==> src/rtl/lsu_pkg.sv <==
// Shared types and constants for the load/store unit: op encoding, FSM states, lane widths.
// Latency: n/a (package only).
// Backpressure: n/a (package only).
package lsu_pkg;

   localparam int BYTE_W = 8;
   localparam int HALF_W = 16;
   localparam int WORD_W = 32;

   typedef enum logic [2:0] {
      OP_LW  = 3'b000,
      OP_LH  = 3'b001,
      OP_LHU = 3'b010,
      OP_LB  = 3'b011,
      OP_LBU = 3'b100,
      OP_SW  = 3'b101,
      OP_SH  = 3'b110,
      OP_SB  = 3'b111
   } op_e;

   typedef enum logic [2:0] {
      S_IDLE,
      S_RD,
      S_CAP,
      S_MRG,
      S_WR
   } state_e;

   function automatic logic is_store(op_e o);
      return (o == OP_SW) || (o == OP_SH) || (o == OP_SB);
   endfunction

endpackage

==> src/rtl/load_store_unit_if.sv <==
// Pipeline-side request/response and data-memory signals of the load/store unit.
// Latency: n/a (signal bundle).
// Backpressure: requester must hold req until busy=0; memory side has fixed one-cycle read latency.
// slave  : LSU view (takes req/op/addr/wdata/mem_rdata, drives status, result and memory strobes)
// master : pipeline + memory view (the opposite directions)
interface load_store_unit_if;
   logic        req;
   logic [2:0]  op;
   logic [31:0] addr;
   logic [31:0] wdata;
   logic        busy;
   logic        done;
   logic [31:0] rdata;
   logic        misaligned;
   logic [31:0] mem_addr;
   logic [31:0] mem_wdata;
   logic        mem_read;
   logic        mem_write;
   logic [31:0] mem_rdata;

   modport slave (
      input  req, op, addr, wdata, mem_rdata,
      output busy, done, rdata, misaligned, mem_addr, mem_wdata, mem_read, mem_write
   );

   modport master (
      output req, op, addr, wdata, mem_rdata,
      input  busy, done, rdata, misaligned, mem_addr, mem_wdata, mem_read, mem_write
   );
endinterface

==> src/rtl/lsu_lane_align.sv <==
// Byte-lane extract/extend for loads and lane merge for sub-word stores (little-endian).
// Latency: purely combinational.
// Backpressure: none.
// Ports: op_i (access type), off_i (byte offset in word), word_i (memory word),
//        sdata_i (store data low half), load_o (extended load value), merge_o (word with lane replaced)
module lsu_lane_align
   import lsu_pkg::*;
(
   input  op_e                 op_i,
   input  logic [1:0]          off_i,
   input  logic [WORD_W-1:0]   word_i,
   input  logic [HALF_W-1:0]   sdata_i,
   output logic [WORD_W-1:0]   load_o,
   output logic [WORD_W-1:0]   merge_o
);

   logic [BYTE_W-1:0] byte_sel;
   logic [HALF_W-1:0] half_sel;

   always_comb begin
      // Halfword lane picks on off_i[1] only, so an odd halfword offset is ignored here.
      byte_sel = word_i[{off_i, 3'b000} +: BYTE_W];
      half_sel = off_i[1] ? word_i[31:16] : word_i[15:0];

      load_o  = word_i;
      merge_o = word_i;

      case (op_i)
         OP_LH:   load_o = {{(WORD_W-HALF_W){half_sel[HALF_W-1]}}, half_sel};
         OP_LHU:  load_o = {{(WORD_W-HALF_W){1'b0}}, half_sel};
         OP_LB:   load_o = {{(WORD_W-BYTE_W){byte_sel[BYTE_W-1]}}, byte_sel};
         OP_LBU:  load_o = {{(WORD_W-BYTE_W){1'b0}}, byte_sel};
         default: load_o = word_i;
      endcase

      case (op_i)
         OP_SB: merge_o[{off_i, 3'b000} +: BYTE_W] = sdata_i[BYTE_W-1:0];
         OP_SH: begin
            if (off_i[1]) merge_o[31:16] = sdata_i;
            else          merge_o[15:0]  = sdata_i;
         end
         default: merge_o = word_i;
      endcase
   end

endmodule

==> src/rtl/load_store_unit.sv <==
// Multi-cycle load/store unit: word loads/stores, sub-word loads with extension, sub-word stores by read-merge-write.
// Latency: done 3 cycles after accept for loads, 2 for SW, 4 for SB/SH (1 for a rejected misaligned access).
// Backpressure: busy=1 blocks new requests; done is issued in IDLE so a held req is taken with no bubble.
// Ports: clk, reset (async active-high), bus (load_store_unit_if.slave: request side and data-memory side).
// Optional feature: define LSU_ALIGN_CHECK_EN to reject misaligned word/halfword accesses with misaligned=1.
module load_store_unit
   import lsu_pkg::*;
(
   input  logic              clk,
   input  logic              reset,
   load_store_unit_if.slave  bus
);

   state_e            state_q, state_d;
   op_e               op_q, op_d;
   logic [1:0]        off_q, off_d;
   logic [HALF_W-1:0] sdata_q, sdata_d;
   logic [WORD_W-1:0] mem_addr_q, mem_addr_d;
   logic [WORD_W-1:0] mem_wdata_q, mem_wdata_d;
   logic [WORD_W-1:0] rdata_q, rdata_d;
   logic              done_q, done_d;
   logic              mis_q, mis_d;

   op_e               op_in;
   logic              misalign_in;
   logic [WORD_W-1:0] load_ext;
   logic [WORD_W-1:0] merged;

   assign op_in = op_e'(bus.op);

`ifdef LSU_ALIGN_CHECK_EN
   always_comb begin
      case (op_in)
         OP_LW, OP_SW:         misalign_in = (bus.addr[1:0] != 2'b00);
         OP_LH, OP_LHU, OP_SH: misalign_in = bus.addr[0];
         default:              misalign_in = 1'b0;
      endcase
   end
`else
   assign misalign_in = 1'b0;
`endif

   // Lane logic works on the registered op/offset so input changes after accept have no effect.
   lsu_lane_align u_lane (
      .op_i    (op_q),
      .off_i   (off_q),
      .word_i  (bus.mem_rdata),
      .sdata_i (sdata_q),
      .load_o  (load_ext),
      .merge_o (merged)
   );

   always_ff @(posedge clk or posedge reset) begin
      if (reset) begin
         state_q     <= S_IDLE;
         op_q        <= OP_LW;
         off_q       <= 2'b00;
         sdata_q     <= '0;
         mem_addr_q  <= '0;
         mem_wdata_q <= '0;
         rdata_q     <= '0;
         done_q      <= 1'b0;
         mis_q       <= 1'b0;
      end else begin
         state_q     <= state_d;
         op_q        <= op_d;
         off_q       <= off_d;
         sdata_q     <= sdata_d;
         mem_addr_q  <= mem_addr_d;
         mem_wdata_q <= mem_wdata_d;
         rdata_q     <= rdata_d;
         done_q      <= done_d;
         mis_q       <= mis_d;
      end
   end

   always_comb begin
      state_d     = state_q;
      op_d        = op_q;
      off_d       = off_q;
      sdata_d     = sdata_q;
      mem_addr_d  = mem_addr_q;
      mem_wdata_d = mem_wdata_q;
      rdata_d     = rdata_q;
      done_d      = 1'b0;
      mis_d       = 1'b0;

      case (state_q)
         S_IDLE: begin
            if (bus.req) begin
               op_d       = op_in;
               off_d      = bus.addr[1:0];
               sdata_d    = bus.wdata[HALF_W-1:0];
               mem_addr_d = {bus.addr[31:2], 2'b00};
               if (misalign_in) begin
                  // Rejected access completes from IDLE without touching memory or rdata.
                  done_d = 1'b1;
                  mis_d  = 1'b1;
               end else if (op_in == OP_SW) begin
                  mem_wdata_d = bus.wdata;
                  state_d     = S_WR;
               end else begin
                  state_d = S_RD;
               end
            end
         end
         S_RD:  state_d = is_store(op_q) ? S_MRG : S_CAP;
         S_CAP: begin
            rdata_d = load_ext;
            done_d  = 1'b1;
            state_d = S_IDLE;
         end
         S_MRG: begin
            mem_wdata_d = merged;
            state_d     = S_WR;
         end
         S_WR: begin
            done_d  = 1'b1;
            state_d = S_IDLE;
         end
         default: state_d = S_IDLE;
      endcase
   end

   // Strobes decode straight from state so an async reset drops them at once.
   assign bus.busy       = (state_q != S_IDLE);
   assign bus.mem_read   = (state_q == S_RD);
   assign bus.mem_write  = (state_q == S_WR);
   assign bus.done       = done_q;
   assign bus.misaligned = mis_q;
   assign bus.rdata      = rdata_q;
   assign bus.mem_addr   = mem_addr_q;
   assign bus.mem_wdata  = mem_wdata_q;

endmodule

==> src/flat_wrapper.sv <==
// flat-port wrapper written by rule: the top's interface ports become plain ports
module load_store_unit_flat import lsu_pkg::*;
  (clk, reset, bus_req, bus_op, bus_addr, bus_wdata, bus_mem_rdata, bus_busy, bus_done, bus_rdata, bus_misaligned, bus_mem_addr, bus_mem_wdata, bus_mem_read, bus_mem_write);
  load_store_unit_if bus_i ();
  input  logic clk;
  input  logic reset;
  input wire logic [$bits(bus_i.req)-1:0] bus_req;
  input wire logic [$bits(bus_i.op)-1:0] bus_op;
  input wire logic [$bits(bus_i.addr)-1:0] bus_addr;
  input wire logic [$bits(bus_i.wdata)-1:0] bus_wdata;
  input wire logic [$bits(bus_i.mem_rdata)-1:0] bus_mem_rdata;
  output wire logic [$bits(bus_i.busy)-1:0] bus_busy;
  output wire logic [$bits(bus_i.done)-1:0] bus_done;
  output wire logic [$bits(bus_i.rdata)-1:0] bus_rdata;
  output wire logic [$bits(bus_i.misaligned)-1:0] bus_misaligned;
  output wire logic [$bits(bus_i.mem_addr)-1:0] bus_mem_addr;
  output wire logic [$bits(bus_i.mem_wdata)-1:0] bus_mem_wdata;
  output wire logic [$bits(bus_i.mem_read)-1:0] bus_mem_read;
  output wire logic [$bits(bus_i.mem_write)-1:0] bus_mem_write;
  assign bus_i.req = bus_req;
  assign bus_i.op = bus_op;
  assign bus_i.addr = bus_addr;
  assign bus_i.wdata = bus_wdata;
  assign bus_i.mem_rdata = bus_mem_rdata;
  assign bus_busy = bus_i.busy;
  assign bus_done = bus_i.done;
  assign bus_rdata = bus_i.rdata;
  assign bus_misaligned = bus_i.misaligned;
  assign bus_mem_addr = bus_i.mem_addr;
  assign bus_mem_wdata = bus_i.mem_wdata;
  assign bus_mem_read = bus_i.mem_read;
  assign bus_mem_write = bus_i.mem_write;
  load_store_unit u_core (.clk(clk), .reset(reset), .bus(bus_i));
endmodule
==> config.mk <==
export PLATFORM = sky130hd
export DESIGN_NAME = load_store_unit_flat
export DESIGN_NICKNAME = d
export VERILOG_FILES = /design/src/rtl/lsu_pkg.sv /design/src/rtl/load_store_unit_if.sv /design/src/rtl/lsu_lane_align.sv /design/src/rtl/load_store_unit.sv /design/src/flat_wrapper.sv
export SDC_FILE = /design/constraint.sdc
export NUM_CORES = 1
export LEC_CHECK = 0
export BUFFER_PORTS_ARGS = -buffer_cell sky130_fd_sc_hd__clkbuf_2
export CAP_MARGIN = 30
export CELL_PAD_IN_SITES_DETAIL_PLACEMENT = 0
export CELL_PAD_IN_SITES_GLOBAL_PLACEMENT = 1
export CORE_MARGIN = 2
export CORE_UTILIZATION = 40
export DETAILED_ROUTE_END_ITERATION = 10
export HOLD_SLACK_MARGIN = 0.12
export PLACE_DENSITY_LB_ADDON = 0.12
export SYNTH_ARGS = -nofsm -noshare
export SYNTH_HDL_FRONTEND = slang
export SYNTH_SLANG_ARGS = --single-unit
==> constraint.sdc <==
create_clock -name clk -period 7.6 [get_ports clk]
set_input_delay 0.76 -clock clk [delete_from_list [all_inputs] [get_ports clk]]
set_output_delay 0.76 -clock clk [all_outputs]
set_load 0.1 [all_outputs]
==> flow_metrics.tcl <==
set metrics [dict create \
    htree_num_levels 4 \
    gp_congestion 0.856 \
    end_kind "register" \
    seq_area_frac_synth 0.455 \
    die_w_um 132 \
    met2_usage 0.375 \
    yosys.area.top_type "dfrtp_1" \
    wl_per_cell_um 20.0 \
    ys_types 69 \
    cts_resized 0 \
    grt.overflow.total 0 \
    skew_ns 0.00570 \
    syn_area_um2 6550 \
    cts_tree "done" \
    core_area_um2 15900 \
    crit_fanout 40 \
    syn_avg_cell_area_um2 10.3 \
    max-cap-violations 0 \
    totalNegativeSetupSlack_ns 0 \
    max_freq_ghz 0.331 \
    drive_gt1_frac 0.398 \
    cts_hold_buffers 0 \
    clockRootBuffer "clkbuf_16" \
    drv_slew 0 \
    area_growth_pct 25.5 \
    cts.sinks 119 \
    io_pins 203 \
    finalSetupViolations 0 \
    synth_edf_count 0 \
    die_h_um 132 \
    grt_max_degree 68 \
    finalHoldViolations 0 \
    rsz0062_at_grt "false" \
    cp-start-kind "register" \
    status "finished clean" \
    critPathKind "register to register" \
    synth.top_cells.by_area "dfrtp_1 (45%), mux2_2 (8.3%), nand2_1 (3.8%)" \
    async_reset_ff_frac 1.00 \
    required_ns 7.87 \
    dp.cells 1006 \
    route.detailed.drc 0 \
    slew_headroom 0.403 \
    wl_um 20800 \
    syn_inst 636 \
    std_cell_rows 46 \
    drt_iter0_markers 434 \
    worstMarginPinSlew_ns 0.893 \
    cts_setup_buffers 0 \
    layout_common_cells "clkbuf_2 (199), dfrtp_1 (119), nand2_1 (66)" \
    whs_ns 0.413 \
    layout.nets 916 \
    clock_latency_ns 0.42 \
    ys_seq_elements 119 \
    grt_use_total 0.240 \
    fin_cells 1038 \
    worstPathArrival_ns 3.29 \
    grt_antenna_before_repair 0 \
    utilization 0.515 \
    portBuffers 199 \
    clkTransAtPathRegs_ns 0.06 \
    vias_per_cell 5.68 \
    grt_util_met3 0.0707 \
    synth_top_area_frac 0.455 \
    cts_max_path_buffers 2 \
    hpwl_um 14900 \
    firstDrtPassIters 5 \
    n_fill_cell 1554 \
    fin_crit_ns 3.02 \
    cts_made_buffers 17 \
    grt_pass1_wl_um 32600 \
    diodes 0 \
    synth_ff_type "dfrtp_1" \
    yosysWarningCount 0 \
    start_util 0.411 \
    layout_commonest_cell "clkbuf_2" \
    hold_path.class "input pin to asynchronous set/reset pin" \
    met1_usage 0.324 \
    die_area_um2 17400 \
    busiest_layer "met2" \
    ant_nets 0 \
    grt_pass1_vias 5813 \
    finalCritPeriodShare 0.397 \
    vias 5891 \
]
[layer usage]
layer,up-vias,wire length (um)
met2,245,9730
met3,26,1600
li1,2691,-
met5,-,0
met4,0,297
met1,2929,9170
[path summary, 6_finish.rpt]
path	start	to	slack (ns)	cells after the start
min reg2reg	u_core.bus.mem_wdata[16]	u_core.bus.mem_wdata[16]	0.49	2
min	reset	u_core.bus.mem_addr[8]	0.41	2
max reg2reg	u_core.off_q[1]	u_core.bus.mem_wdata[7]	4.58	7
max in group asynchronous	reset	u_core.bus.mem_wdata[14]	5.80	3
max	u_core.off_q[1]	u_core.bus.mem_wdata[7]	4.58	7
min in group clk	u_core.bus.mem_wdata[16]	u_core.bus.mem_wdata[16]	0.49	2
[cell usage after synthesis, types with 5 or more instances]
| master | number |
|---|---|
| a2111oi_0 | 9 |
| a211oi_1 | 9 |
| a211oi_2 | 14 |
| a21oi_1 | 39 |
| a221oi_1 | 24 |
| buf_2 | 16 |
| buf_4 | 18 |
| clkbuf_1 | 17 |
| dfrtp_1 | 119 |
| ha_1 | 5 |
| mux2_2 | 48 |
| mux2i_1 | 17 |
| nand2_1 | 66 |
| nand2b_1 | 8 |
| nand4b_1 | 8 |
| nand4bb_1 | 9 |
| nor2_1 | 46 |
| nor2b_1 | 11 |
| nor3_1 | 37 |
| o21ai_0 | 19 |
| o21ai_1 | 8 |
| o21bai_1 | 7 |
| o221a_2 | 6 |
| o22a_1 | 7 |
| o22ai_1 | 7 |
[logic make-up after synthesis]
| group | after synthesis | synth area share |
|---|---|---|
| AO/OA/AOI/OAI | 166 | 0.193 |
| adder cells (fa/ha/maj) | 6 | 0.0111 |
| buffers and inverters | 62 | 0.0514 |
| flip-flops | 119 | 0.455 |
| multiplexers | 65 | 0.109 |
| other | 1 | 0.000573 |
| AND/OR/NAND/NOR | 217 | 0.181 |
[worst max-delay path: stages, from the launching register on]
cell	delay [ns]
dfrtp_1	0.32
buf_4	0.40
clkinv_1	0.44
ha_1	0.58
nand4bb_1	0.17
a21oi_1	0.08
a2111oi_0	0.73
nor3_1	0.13
[area by class of cell]
cell class / instances / area, um^2 / share of cell area
flip-flops and latches: 119 / 2980 / 0.363
well taps: 216 / 270 / 0.0329
multi-input cells: 457 / 3250 / 0.395
clock inverters: 14 / 201 / 0.0245
inverters: 6 / 25.0 / 0.00305
repair buffers: 208 / 1060 / 0.129
clock buffers: 18 / 429 / 0.0522
[state kept, by name (all words and copies together), names as in the netlist]
name                  flops
u_core.bus.done           1
u_core.op_q               3
u_core.off_q              2
u_core.bus.mem_wdata     32
u_core.bus.rdata         32
u_core.sdata_q           16
u_core.state_q            3
u_core.bus.mem_addr      30
[through the flow]
step,cell area (um^2),worst slack (ns)
5_1_grt,8210,4.34
3_3_place_gp,7580,4.62
6_report,8210,4.58
3_5_place_dp,7580,4.54
4_1_cts,8210,4.59
2_1_floorplan,6560,3.68
Power is left out: the tool's default activity adds up to more than one toggle a clock period on the data nets, which glitch-free logic cannot reach.
